--- config.mk ---
export PLATFORM = sky130hd
export DESIGN_NAME = axi_txn_limiter
export DESIGN_NICKNAME = d
export VERILOG_FILES = /design/src/rtl/axi_txn_limiter_pkg.sv /design/src/rtl/axi_txn_limiter_counter.sv /design/src/rtl/axi_txn_limiter.sv
export SDC_FILE = /design/constraint.sdc
export NUM_CORES = 1
export LEC_CHECK = 0
export ABC_CLOCK_PERIOD_IN_PS = 2130
export CORE_AREA = 2 2 185 187
export DETAILED_ROUTE_END_ITERATION = 7
export DIE_AREA = 0 0 187 189
export PLACE_DENSITY = 0.51
export SLEW_MARGIN = 20
export SYNTH_ARGS = -nofsm -noshare
export SYNTH_HDL_FRONTEND = slang
export SYNTH_SLANG_ARGS = --single-unit
--- constraint.sdc ---
create_clock -name clk_i -period 2.13 [get_ports clk_i]
set_clock_uncertainty 0.2 [all_clocks]
set_input_delay 0.426 -clock clk_i [delete_from_list [all_inputs] [get_ports clk_i]]
set_output_delay 0.426 -clock clk_i [all_outputs]
set_load 0.05 [all_outputs]
--- src/rtl/axi_txn_limiter_pkg.sv ---
// AXI4 channel and bundle types used by the transaction limiter and its bench.
// Widths are fixed here; instantiate with other struct types through the type parameters.
package axi_txn_limiter_pkg;

    localparam int unsigned IdW   = 4;
    localparam int unsigned AddrW = 32;
    localparam int unsigned DataW = 32;
    localparam int unsigned UserW = 1;

    typedef struct packed {
        logic [IdW-1:0]   id;
        logic [AddrW-1:0] addr;
        logic [7:0]       len;
        logic [2:0]       size;
        logic [1:0]       burst;
        logic             lock;
        logic [3:0]       cache;
        logic [2:0]       prot;
        logic [3:0]       qos;
        logic [3:0]       region;
        logic [5:0]       atop;
        logic [UserW-1:0] user;
    } aw_chan_t;

    typedef struct packed {
        logic [DataW-1:0]   data;
        logic [DataW/8-1:0] strb;
        logic               last;
        logic [UserW-1:0]   user;
    } w_chan_t;

    typedef struct packed {
        logic [IdW-1:0]   id;
        logic [1:0]       resp;
        logic [UserW-1:0] user;
    } b_chan_t;

    typedef struct packed {
        logic [IdW-1:0]   id;
        logic [AddrW-1:0] addr;
        logic [7:0]       len;
        logic [2:0]       size;
        logic [1:0]       burst;
        logic             lock;
        logic [3:0]       cache;
        logic [2:0]       prot;
        logic [3:0]       qos;
        logic [3:0]       region;
        logic [UserW-1:0] user;
    } ar_chan_t;

    typedef struct packed {
        logic [IdW-1:0]   id;
        logic [DataW-1:0] data;
        logic [1:0]       resp;
        logic             last;
        logic [UserW-1:0] user;
    } r_chan_t;

    typedef struct packed {
        aw_chan_t aw;
        logic     aw_valid;
        w_chan_t  w;
        logic     w_valid;
        logic     b_ready;
        ar_chan_t ar;
        logic     ar_valid;
        logic     r_ready;
    } axi_req_t;

    typedef struct packed {
        logic    aw_ready;
        logic    ar_ready;
        logic    w_ready;
        b_chan_t b;
        logic    b_valid;
        r_chan_t r;
        logic    r_valid;
    } axi_resp_t;

endpackage

--- src/rtl/axi_txn_limiter_counter.sv ---
// Outstanding-transaction counter for one address channel: gates new requests
// at the limit and keeps an already-presented request alive until its handshake.
module axi_txn_counter #(
    parameter int unsigned MaxTxns = 8,
    localparam int unsigned CntW = $clog2(MaxTxns + 1)
) (
    input  logic            clk,
    input  logic            rst_n,
    input  logic            run,
    input  logic            req_valid,
    input  logic            mst_ready,
    input  logic            dec,
    output logic            allow,
    output logic            lock,
    output logic [CntW-1:0] cnt
);

    localparam logic [CntW-1:0] MaxCnt = CntW'(MaxTxns);

    logic [CntW-1:0] cnt_reg, cnt_next;
    logic            lock_reg, lock_next;
    logic            fwd_valid;
    logic            hs;

    // Allow depends only on registered state, so a same-cycle decrement never
    // opens the gate combinationally.
    assign allow     = lock_reg | (run & (cnt_reg < MaxCnt));
    assign fwd_valid = req_valid & allow;
    assign hs        = fwd_valid & mst_ready;
    assign lock      = lock_reg;
    assign cnt       = cnt_reg;

    always_comb begin
        lock_next = lock_reg;
        if (hs) begin
            lock_next = 1'b0;
        end else if (fwd_valid) begin
            lock_next = 1'b1;
        end
    end

    always_comb begin
        cnt_next = cnt_reg;
        if (hs && !dec) begin
            cnt_next = cnt_reg + CntW'(1);
        end else if (!hs && dec && (cnt_reg != '0)) begin
            cnt_next = cnt_reg - CntW'(1);
        end
    end

    always_ff @(posedge clk or negedge rst_n) begin
        if (!rst_n) begin
            cnt_reg  <= '0;
            lock_reg <= 1'b0;
        end else begin
            cnt_reg  <= cnt_next;
            lock_reg <= lock_next;
        end
    end

    // A response without any outstanding transaction is a protocol error upstream.
    assert property (@(posedge clk) disable iff (!rst_n) !(dec && !hs && (cnt_reg == '0)));

endmodule

--- src/rtl/axi_txn_limiter.sv ---
// Caps outstanding AXI4 read/write transactions and drains the port on isolate request.
// Data and response channels pass straight through; only AW/AR handshakes are gated.
module axi_txn_limiter
    import axi_txn_limiter_pkg::*;
#(
    parameter int unsigned MaxReadTxns  = 8,
    parameter int unsigned MaxWriteTxns = 8,
    parameter type         req_t        = axi_req_t,
    parameter type         resp_t       = axi_resp_t
) (
    input  logic                                  clk_i,
    input  logic                                  rst_ni,
    input  logic                                  isolate_i,
    output logic                                  isolated_o,
    input  req_t                                  slv_req_i,
    output resp_t                                 slv_resp_o,
    output req_t                                  mst_req_o,
    input  resp_t                                 mst_resp_i,
    output logic [$clog2(MaxReadTxns + 1)-1:0]    rd_cnt_o,
    output logic [$clog2(MaxWriteTxns + 1)-1:0]   wr_cnt_o
);

    typedef enum logic [1:0] {
        RUN,
        DRAIN,
        ISOLATED
    } state_e;

    state_e state_reg, state_next;
    logic   run;
    logic   aw_allow, ar_allow;
    logic   aw_lock, ar_lock;
    logic   b_done, r_done;

    assign run    = (state_reg == RUN);
    assign b_done = mst_resp_i.b_valid & slv_req_i.b_ready;
    assign r_done = mst_resp_i.r_valid & slv_req_i.r_ready & mst_resp_i.r.last;

    axi_txn_counter #(
        .MaxTxns (MaxWriteTxns)
    ) u_wr_counter (
        .clk       (clk_i),
        .rst_n     (rst_ni),
        .run       (run),
        .req_valid (slv_req_i.aw_valid),
        .mst_ready (mst_resp_i.aw_ready),
        .dec       (b_done),
        .allow     (aw_allow),
        .lock      (aw_lock),
        .cnt       (wr_cnt_o)
    );

    axi_txn_counter #(
        .MaxTxns (MaxReadTxns)
    ) u_rd_counter (
        .clk       (clk_i),
        .rst_n     (rst_ni),
        .run       (run),
        .req_valid (slv_req_i.ar_valid),
        .mst_ready (mst_resp_i.ar_ready),
        .dec       (r_done),
        .allow     (ar_allow),
        .lock      (ar_lock),
        .cnt       (rd_cnt_o)
    );

    always_comb begin
        mst_req_o          = slv_req_i;
        mst_req_o.aw_valid = slv_req_i.aw_valid & aw_allow;
        mst_req_o.ar_valid = slv_req_i.ar_valid & ar_allow;
        slv_resp_o          = mst_resp_i;
        slv_resp_o.aw_ready = mst_resp_i.aw_ready & aw_allow;
        slv_resp_o.ar_ready = mst_resp_i.ar_ready & ar_allow;
    end

    // Isolation completes only once every counted transaction and any held
    // address request have been retired.
    always_comb begin
        state_next = state_reg;
        case (state_reg)
            RUN: begin
                if (isolate_i) begin
                    state_next = DRAIN;
                end
            end
            DRAIN: begin
                if (!isolate_i) begin
                    state_next = RUN;
                end else if ((rd_cnt_o == '0) && (wr_cnt_o == '0) && !aw_lock && !ar_lock) begin
                    state_next = ISOLATED;
                end
            end
            ISOLATED: begin
                if (!isolate_i) begin
                    state_next = RUN;
                end
            end
            default: state_next = RUN;
        endcase
    end

    always_ff @(posedge clk_i or negedge rst_ni) begin
        if (!rst_ni) begin
            state_reg <= RUN;
        end else begin
            state_reg <= state_next;
        end
    end

    assign isolated_o = (state_reg == ISOLATED);

endmodule

After elaboration in Yosys (flattened, before gate mapping)
Index checks and enable logic that the tools add are counted.
{ "classes": {"add_sub_neg": 4, "n_lt_le_gt_ge": 2, "eq_ne": 5, "muxes": 13, "bitwise_logic": 13, "reduce_logical": 25} }
{ "op_table": {"columns": ["operator", "count"], "rows": [
  ["two-way mux 4 bit", 4],
  ["bitwise AND 1 bit", 11],
  ["logical AND 1 bit", 9],
  ["adder 4 x 1 -> 4 bit (second input constant)", 2],
  ["zero test 4 bit", 2],
  ["less-than comparator 4 bit (second input constant)", 2],
  ["two-way mux 2 bit", 4],
  ["nonzero test 2 bit", 4],
  ["nonzero test 4 bit", 2],
  ["subtractor 4 x 1 -> 4 bit (second input constant)", 2],
  ["zero test 1 bit", 6],
  ["one-hot mux 2 bit (3 select lines)", 1],
  ["two-way mux 1 bit", 4],
  ["!= test 2 bit (second input constant)", 2],
  ["!= test 3 bit (second input constant)", 1],
  ["AND reduction 3 bit", 1],
  ["== test 2 x 1 -> 1 bit (second input constant)", 1],
  ["== test 2 bit (second input constant)", 1],
  ["zero test 2 bit", 1],
  ["OR 1 bit", 2]
]} }
{ "word_totals": {"regBits": 12, "input_bits": 236, "word_cells": 67} }

Logic depth before layout (Yosys ltp)
Gate-level depths: netlist (run 1).
{ "depth": {"ltp_word": 10, "mapped_depth": 9} }

By module
Synthesis (run 1) repeated with hierarchy kept, for this count alone.
{ "hier_totals": {"cells_unflattened": 317, "hier_area_um2": 2680.1} }
{ "by_module_without_submodules": {"columns": ["module", "n_inst", "cells_each", "area_each_um2"], "rows": [
  ["axi_txn_limiter", 1, 247, 1879.3],
  ["axi_txn_counter", 2, 35, 400.4]
]} }

Least setup slack after synthesis (run 1)
Ideal clock, no wire load.
{ "synth_timing": {"kind": "register to register", "startpoint": "reg u_wr_counter.cnt_reg[3] (netlist: u_wr_counter.cnt[3])", "endpoint": "reg u_wr_counter.cnt_reg[3] (netlist: u_wr_counter.cnt[3])", "setup_time_ns": 0.082, "arrival_time_ns": 2.194, "path_slack_ns": -0.346, "path_stages_with_launch": 10, "n_path_buf": 0, "period_less_slack_ns": 2.476, "path_cell_list": "dfrtp_1 > nor3_1 > o211ai_1 > nand2b_1 > ha_1 > a21o_1 > a21oi_1 > nand3_1 > o21ai_0 > xor2_1"} }
{ "synth_via": {"elab_chain_cells": 9, "word_cells_on_any_way": 15, "cone_classes": "2 x add/sub; 1 x order compare; 2 x mux; 4 x bitwise; 6 x reduce/logical"} }
{ "synth_rtl": {"columns": ["item", "line_no", "rtl"], "rows": [
  ["start: declaration", "axi_txn_limiter_counter.sv:20", "logic [CntW-1:0] cnt_reg, cnt_next;"],
  ["start signal: assignment", "axi_txn_limiter_counter.sv:56", "cnt_reg <= cnt_next;"],
  ["less-than comparator 4 bit", "axi_txn_limiter_counter.sv:27", "assign allow = lock_reg | (run & (cnt_reg < MaxCnt));"],
  ["bitwise AND 1 bit", "axi_txn_limiter_counter.sv:27", null],
  ["OR 1 bit", "axi_txn_limiter_counter.sv:27", null],
  ["bitwise AND 1 bit", "axi_txn_limiter_counter.sv:28", "assign fwd_valid = req_valid & allow;"],
  ["bitwise AND 1 bit", "axi_txn_limiter_counter.sv:29", "assign hs = fwd_valid & mst_ready;"],
  ["zero test 1 bit", "axi_txn_limiter_counter.sv:46", "end else if (!hs && dec && (cnt_reg != '0)) begin"],
  ["logical AND 1 bit (2 in series)", "axi_txn_limiter_counter.sv:46", null],
  ["nonzero test 2 bit (no line)", null, null]
]} }
Parallel ways exist; a longest one is shown, timed or not. The select of a mux whose other input is x is not followed.
A chain may end at the register's enable or synchronous reset.

Worst setup path in the final report (run 1)
{ "layout_timing": {"startpoint": "in mst_resp_i[51] (netlist name)", "endpoint": "reg u_wr_counter.cnt_reg[3] (netlist: u_wr_counter.cnt[3])"} }
{ "layout_via": {"elab_chain_cells": 5, "word_cells_on_any_way": 7, "cone_classes": "1 x mux; 1 x bitwise; 5 x reduce/logical"} }
{ "layout_rtl": {"columns": ["item", "line_no", "rtl"], "rows": [
  ["start: declaration", "axi_txn_limiter.sv:18", "input resp_t mst_resp_i,"],
  ["bitwise AND 1 bit (*)", "axi_txn_limiter_counter.sv:29", null],
  ["zero test 1 bit", "axi_txn_limiter_counter.sv:46", null],
  ["logical AND 1 bit (2 in series)", "axi_txn_limiter_counter.sv:46", null],
  ["nonzero test 2 bit (no line)", null, null]
]} }
Every way passes the cells marked *; elsewhere a longest branch is shown, timed or not.

==> flow_metrics.tcl, run 1 <==
set metrics [dict create \
    status "finished clean" \
    drt-total-wl_mm 7.71 \
    synth_area_sq_mm 0.00245 \
    ys_seq_area_share_pct 12.3 \
    grt_pass1_vias 1275 \
    drt_first_iter_violations 27 \
    slew_violations 0 \
    grt-ovfl-total 0 \
    power_mw 2.26 \
    worst_slew_pin_slew_ns 0.379 \
    htree_levels 1 \
    synth.net_count 538 \
    synth_edf_count 0 \
    drive_above_1_share_pct 57.9 \
    die_w_um 187 \
    synth_cells 296 \
    worst_slack_ns 0.00669 \
    yosysTopAreaCell "buf_4" \
    crit_type "in -> reg" \
    synth_seq_cells 12 \
    ys_types 27 \
    cap_violations 0 \
    drc 0 \
    rsz0062_at_grt "yes" \
    period_needed_ns 2.12 \
    final_area_sq_mm 0.00204 \
    nets 365 \
    cp-start-kind "input pin" \
    max_stage_delay_ns 0.49 \
    initial_core_util_pct 7.36 \
    slowest_stage "clkdlybuf4s50_1" \
    clk_latency_ns 0.25 \
    fmax_ghz 0.471 \
    wl_per_cell_um 13.5 \
    antenna_found_initial 1 \
    synthToLayoutAreaGrowth_pct -16.8 \
    clockRootBuffer "clkbuf_16" \
    tns_ns 0 \
    place_area_sq_mm 0.00190 \
    grt_usage_pct 4.33 \
    crit_required_ns 2.05 \
    syn_avg_cell_area_sq_um 8.28 \
    detailedPlace.worstSlack_ns -0.329 \
    final_antenna_net_count 0 \
    cp_cell_sequence "clkdlybuf4s50_1 > o211ai_1 > nand2b_4 > ha_4 > a21o_1 > a21oi_2 > buf_4 > o21ai_2 > xor2_1" \
    die-area_sq_mm 0.0353 \
    port-buffer-count 29 \
    grt_max_degree 13 \
    die_h_um 189 \
    ir_drop_mv 0.393 \
    end_kind "flip-flop" \
    ioPinCount 478 \
    ys.flop_type "dfrtp_1" \
    rows 67 \
    diodes 0 \
    numCtsBuffers 3 \
    first_pass_iters 3 \
    vias_per_cell 1.95 \
    relSlewSlack_pct 74.5 \
    synth_top_area_share_pct 70.8 \
    gp_congestion 0.567 \
    worstPathMaxFanout 4 \
    leakagePower_nw 0.665 \
    async_reset_ff_share_pct 100 \
    cts_tree "yes" \
    arrival_ns 2.05 \
    hold_violations 0 \
    fin_crit_sh_pct 99.7 \
    core_area_sq_mm 0.0333 \
    grt_pass1_wl_mm 9.95 \
    cts_sinks 12 \
    dpl.hpwl_mm 6.55 \
    setup_viol 0 \
    final_common_cell "buf_4" \
    crit_family "buffers and inverters" \
    crit_buf_inv 2 \
    hold_path.class "in -> async" \
    vias 1109 \
    clk_pin_slew_ns 0.04 \
    power_density_mw_per_mm2 1110 \
    layout_common_cells "buf_4 (30), buf_12 (12), clkdlybuf4s50_1 (11)" \
    synthTopCellsByArea "buf_4 (71%), dfrtp_1 (12%), ha_1 (2.0%)" \
    synth-warning-count 0 \
    clockBufferDepth 2 \
]
area by class of cell:
type                    instances  area [sq um]
repair buffers                 53           576
multi-input cells              53           523
fillers                      3935         31200
well taps                     448           561
clock buffers                   3          75.1
flip-flops and latches         12           305
through the flow:
stage          std cells  hold WS (ns)  utilization [%]
5_1_grt              569         0.340             6.13
6_report             569         0.317             6.13
3_5_place_dp         565         0.373             5.71
3_3_place_gp         565         0.391             5.71
4_1_cts              568         0.324             6.05
2_1_floorplan        296       -0.0696                -
worst paths after layout:
path                                          start             endpoint  slack, ns  cells after the start
worst max-delay path                 mst_resp_i[51]  u_wr_counter.cnt[3]      0.007                      9
worst min-delay path                         rst_ni  u_wr_counter.cnt[0]       0.32                      2
worst max register to register         state_reg[1]  u_wr_counter.cnt[3]      0.007                      9
worst min register to register  u_rd_counter.cnt[0]  u_rd_counter.cnt[0]       0.41                      1
max in group asynchronous                    rst_ni         state_reg[0]       1.22                      2
min in group clk_i              u_rd_counter.cnt[0]  u_rd_counter.cnt[0]       0.41                      1
report_power, final:
part	switching [mW]	leakage [nW]	internal, mW	total (mW)
combinational	0.794	0.491	0.669	1.46
sequential	0.117	0.137	0.328	0.444
clock	0.108	0.0370	0.246	0.353
timing repair:
action                                  in CTS  in global routing
hold buffers                                 0                  0
gates resized for setup                      7                  5
pin swaps                                    4                  4
setup buffers                                0                  1
endpoints found under the setup margin       8                  6
logic make-up (layout without fill, tap and decap cells):
kind of cell / count (synthesis) / in the layout / synth area share (%)
AOI/OAI and AO/OA: 11 / 11 / 3.22
muxes: 4 / 4 / 1.94
xor gates and xnor gates: 6 / 6 / 2.14
buffers and inverters: 231 / 56 / 70.8
adders and majority gates: 6 / 6 / 3.68
DFF: 12 / 12 / 12.3
and+or+nand+nor: 26 / 26 / 6.02
cells in the mapped netlist (all sizes together) (3+ instances only):
| cell type | n |
|---|---|
| buf | 231 |
| dfrtp | 12 |
| ha | 4 |
| mux2 | 3 |
| nand3 | 4 |
| nor2 | 6 |
| nor2b | 5 |
| xnor2 | 3 |
| xor2 | 3 |
routing by layer:
layer / vias up / share of wire [%] / GRT usage, %
met3: 98 / 21 / 4.04
met2: 239 / 43 / 5.96
met1: 425 / 24 / 2.89
met4: 2 / 12 / 5.92
met5: - / 0.64 / 1.10
li1: 345 / - / -
Power figures use the tool's default switching activity.
==> run 2, diff against run 1 <==
- CAP_MARGIN: unset -> 30
==> results of run 2 <==
Final layout, timing and power as in run 1 (identical DEF).
